File: src/rtl/uart_tx_serializer.sv
// Asynchronous serial transmitter: start bit, DATA_BITS data bits LSB first,
// optional parity, STOP_BITS stop bits; bit period latched per frame.
module uart_tx_serializer #(
  parameter int DATA_BITS = 8,
  parameter int CPB_W     = 10,
  parameter int PARITY    = 0,
  parameter int STOP_BITS = 1
) (
  input  logic                 clk,
  input  logic                 rst,
  input  logic [CPB_W-1:0]     clk_per_bit,
  input  logic [DATA_BITS-1:0] tx_data,
  input  logic                 tx_valid,
  output logic                 tx_ready,
  output logic                 tx,
  output logic                 busy,
  output logic                 frame_done
);

  localparam int IDX_W = $clog2(DATA_BITS);
  localparam logic [CPB_W-1:0] MIN_CPB = CPB_W'(4);

  typedef enum logic [2:0] {S_IDLE, S_START, S_DATA, S_PARITY, S_STOP} state_t;

  state_t               state;
  logic [CPB_W-1:0]     neff;
  logic [CPB_W-1:0]     bit_cnt;
  logic [IDX_W-1:0]     bit_idx;
  logic                 stop_idx;
  logic [DATA_BITS-1:0] shreg;
  logic                 par_bit;
  logic                 bit_end;

  // Periods below 4 (including 0 from an unconfigured uio_in) are clamped.
  function automatic logic [CPB_W-1:0] eff_period(input logic [CPB_W-1:0] cpb);
    return (cpb < MIN_CPB) ? MIN_CPB : cpb;
  endfunction

  function automatic logic frame_parity(input logic [DATA_BITS-1:0] d);
    return (PARITY == 2) ? ~(^d) : (^d);
  endfunction

  assign tx_ready = (state == S_IDLE) & ~rst;
  assign bit_end  = (bit_cnt == (neff - CPB_W'(1)));

  always_ff @(posedge clk) begin
    frame_done <= 1'b0;
    if (rst) begin
      state    <= S_IDLE;
      tx       <= 1'b1;
      busy     <= 1'b0;
      bit_cnt  <= '0;
      bit_idx  <= '0;
      stop_idx <= 1'b0;
    end else begin
      case (state)
        S_IDLE: begin
          if (tx_valid) begin
            shreg   <= tx_data;
            neff    <= eff_period(clk_per_bit);
            par_bit <= frame_parity(tx_data);
            tx      <= 1'b0;
            busy    <= 1'b1;
            bit_cnt <= '0;
            state   <= S_START;
          end
        end
        S_START: begin
          if (bit_end) begin
            bit_cnt <= '0;
            bit_idx <= '0;
            tx      <= shreg[0];
            state   <= S_DATA;
          end else begin
            bit_cnt <= bit_cnt + CPB_W'(1);
          end
        end
        S_DATA: begin
          if (bit_end) begin
            bit_cnt <= '0;
            shreg   <= shreg >> 1;
            if (bit_idx == IDX_W'(DATA_BITS - 1)) begin
              if (PARITY != 0) begin
                tx    <= par_bit;
                state <= S_PARITY;
              end else begin
                tx       <= 1'b1;
                stop_idx <= 1'b0;
                state    <= S_STOP;
              end
            end else begin
              bit_idx <= bit_idx + IDX_W'(1);
              tx      <= shreg[1];
            end
          end else begin
            bit_cnt <= bit_cnt + CPB_W'(1);
          end
        end
        S_PARITY: begin
          if (bit_end) begin
            bit_cnt  <= '0;
            tx       <= 1'b1;
            stop_idx <= 1'b0;
            state    <= S_STOP;
          end else begin
            bit_cnt <= bit_cnt + CPB_W'(1);
          end
        end
        S_STOP: begin
          if (bit_end) begin
            bit_cnt <= '0;
            // Final stop bit done: release the line and pulse frame_done.
            if (stop_idx == 1'(STOP_BITS - 1)) begin
              busy       <= 1'b0;
              frame_done <= 1'b1;
              state      <= S_IDLE;
            end else begin
              stop_idx <= 1'b1;
            end
          end else begin
            bit_cnt <= bit_cnt + CPB_W'(1);
          end
        end
        default: begin
          tx    <= 1'b1;
          busy  <= 1'b0;
          state <= S_IDLE;
        end
      endcase
    end
  end

endmodule

File: config.mk
export PLATFORM = sky130hd
export DESIGN_NAME = uart_tx_serializer
export DESIGN_NICKNAME = d
export VERILOG_FILES = /design/src/rtl/uart_tx_serializer.sv
export SDC_FILE = /design/constraint.sdc
export NUM_CORES = 1
export LEC_CHECK = 0
export ABC_AREA = 1
export CAP_MARGIN = 10
export CORE_MARGIN = 5
export CORE_UTILIZATION = 60
export CTS_BUF_LIST = sky130_fd_sc_hd__clkbuf_16
export DETAILED_ROUTE_END_ITERATION = 8
export PLACE_DENSITY = 0.92
export REMOVE_ABC_BUFFERS = 1
export SLEW_MARGIN = 30
export SYNTH_ARGS = -nofsm -noshare
export SYNTH_HDL_FRONTEND = slang
export SYNTH_SLANG_ARGS = --single-unit
export TNS_END_PERCENT = 100
File: constraint.sdc
create_clock -name clk -period 5.2 [get_ports clk]
set_clock_uncertainty 0.2 [all_clocks]
set_input_delay 1.04 -clock clk [delete_from_list [all_inputs] [get_ports clk]]
set_output_delay 1.04 -clock clk [all_outputs]
set_load 0.01 [all_outputs]
==> results.json <==
{
  "cts_tree": "built",
  "drtIter0Drc": 118,
  "grt_max_degree": 14,
  "finalSetupViolCount": 0,
  "clock-root-buffer": "clkbuf_16",
  "die_area_mm2": 0.004901,
  "swShare": 0.3362,
  "irDropWorstVdd_uv": 242.3,
  "stdcell_count": 355,
  "rrSetupSlack_ps": 2360,
  "min_path_type": "reg2reg",
  "clock_latency_ps": 280,
  "synth_cell_types": 34,
  "rsz0062_at_grt": "false",
  "met1_length_mm": 1.940,
  "wire_per_inst_um": 13.25,
  "crit_path_cell_trace": "clkdlybuf4s50_1 -> nor2_1 -> clkdlybuf4s50_1",
  "slowest_delay_ps": 610,
  "cts_hold_buf": 0,
  "leakagePower_nw": 1.108,
  "grtUsageTotal": 0.1997,
  "start_util": 0.6326,
  "syn_area_mm2": 0.002161,
  "routed_wl_mm": 4.704,
  "nets": 333,
  "arrival_ps": 2390,
  "power_mw": 1.140,
  "fin_crit_ps": 3627,
  "grt_pass1_vias": 1758,
  "slew_viol_final": 0,
  "numCtsBuffers": 5,
  "max-slew-margin-rel": 0.4519,
  "hold_viol": 0,
  "cts_setup_buffers": 0,
  "reg2reg_to": "shreg[2]",
  "io_buffers": 24,
  "stdcell_area_mm2": 0.002604,
  "place_congestion": 0.8629,
  "cp.required_ps": 3960,
  "viasPerCell": 5.338,
  "wl_met3_um": 231,
  "cp_max_fo": 10,
  "ff2ff_path_depth": 10,
  "worstMarginPinSlew_ps": 822.1,
  "timing.final.crit_share": 0.6975,
  "mostFrequentLayoutCell": "nand2_1",
  "synth_cells": 288,
  "crit_path_frequent_cell": "clkdlybuf4s50_1",
  "start_kind": "primary input",
  "grt_overflow": 0,
  "wl_met2_mm": 2.372,
  "p_per_area_mw_per_mm2": 437.9,
  "hold_path_depth": 2,
  "fp.dieW_um": 70.01,
  "crit_type": "in2out",
  "r2r-start": "neff[0]",
  "intPower_mw": 0.7568,
  "dp_cells": 347,
  "htree_levels": 2,
  "mostFrequentLayoutCells": "nand2_1, nor2_1, inv_1, clkdlybuf4s50_1, dfxtp_1",
  "die_y_um": 70.01,
  "drc_errors": 0,
  "comb_power_share": 0.314,
  "max_freq_ghz": 0.2757,
  "top_layer": "met4",
  "hold_end": "bit_idx[2]",
  "top_level_ports": 25,
  "layout-drive-gt1-share": 0.1553,
  "status": "complete, no violations",
  "synth_seq_area_share": 0.4262,
  "cts.reportedPaths.clkPinSlew_ps": 50,
  "dpl_cell_area_mm2": 0.002414,
  "clkPwrFrac": 0.343,
  "grt_antenna_before_repair": 0,
  "dp_hpwl_mm": 3.272,
  "setup_tns_ps": 0,
  "first_pass_iters": 4,
  "hold_path_startpoint": "bit_idx[2]",
  "dr_total_vias": 1895,
  "power.switching_mw": 0.3833,
  "core_area_mm2": 0.003416,
  "yosysWarningCount": 0,
  "antenna_left": 0,
  "cts_max_path_buffers": 2,
  "crit_slowest_cell": "clkdlybuf4s50_1",
  "ys_ff_latch": 37,
  "seq_power_share": 0.343,
  "cts-resized-gates": 0,
  "n_antenna_cell": 0,
  "rows": 21,
  "syn_avg_cell_area_um2": 7.503,
  "clock-sinks": 37,
  "cap_violations": 0,
  "grt_pass1_wl_mm": 7.700,
  "cp-end-kind": "primary output",
  "syn_to_final_growth_pct": 20.50
}
## how the worst max path moves through the flow
stage / endpoint / slack [ps] / from
floorplan: tx_ready / 2750 / rst
global placement: tx_ready / 1650 / rst
detailed placement: tx_ready / 1610 / rst
CTS: tx_ready / 1590 / rst
global route: tx_ready / 1510 / rst
finish: tx_ready / 1570 / rst
## per-layer routing
metal,track usage,up-vias
li1,-,947
met1,0.2279,858
met2,0.3494,72
met3,0.04161,18
met4,0.1021,0
met5,0,-
## registers in the layout, indices dropped and copies added (netlist names)
| register | count |
|---|---|
| bit_cnt | 10 |
| neff | 10 |
| shreg | 8 |
| bit_idx | 3 |
| state | 3 |
| busy | 1 |
| frame_done | 1 |
| tx | 1 |
## layout make-up
type,count,area [um2]
clock buffer,5,125.1
clock inverter,3,65.06
fill,231,812.0
inverter,39,146.4
multi-input combinational,201,1049
sequential,37,920.9
tap,46,57.56
timing repair buffer,24,240.2
## kinds of logic (layout without fill, tap and decap cells)
| logic type | count (synthesis) | after routing | share of synthesized area |
|---|---|---|---|
| AND/OR/NAND/NOR | 165 | 165 | 0.3555 |
| buffers and inverters | 50 | 71 | 0.08859 |
| flip-flops | 37 | 37 | 0.4262 |
| AO/OA/AOI/OAI | 20 | 20 | 0.05790 |
| XOR/XNOR | 12 | 12 | 0.04864 |
| adder cells (fa/ha/maj) | 4 | 4 | 0.02316 |
## through the flow
stage / setup slack (ps) / util / hold slack, ps
after CTS: 1593 / 0.7623 / 276.2
after floorplan: 2751 / - / 242.3
final: 1573 / 0.7623 / 278.7
after detailed placement: 1613 / 0.7066 / 266.6
after global placement: 1647 / 0.7066 / 253.5
after global routing: 1509 / 0.7623 / 298.8
## critical path, delay by kind of cell
family                 cells  cell delay (ps)
buffers and inverters      2             1160
AND/OR/NAND/NOR            1              180
## power by group through the flow
stage               Combinational (mW)  Clock (mW)  Sequential (mW)
floorplan                        0.257           0            0.391
global placement                 0.339           0            0.395
detailed placement               0.347           0            0.397
CTS                              0.357       0.391            0.391
global route                     0.402       0.404            0.397
finish                           0.358       0.391            0.391
## cell usage after synthesis, drive strengths merged
cell type,instances,area (um2)
nand2,83,326.6
nor2,49,229.0
inv,38,142.6
dfxtp,19,380.4
edfxtp,18,540.5
nand3,16,97.60
a21oi,10,53.80
clkbuf,8,30.03
xor2,8,70.07
o21ai,7,50.05
nand4,6,37.54
nor3,5,40.04
ha,4,50.05
or2,4,25.03
xnor2,4,35.03
buf,3,15.01
o22ai,2,12.51
and3,1,6.260
clkinv,1,3.750
nor4,1,6.260
o2111ai,1,8.760
(Power assumes the default switching activity.)
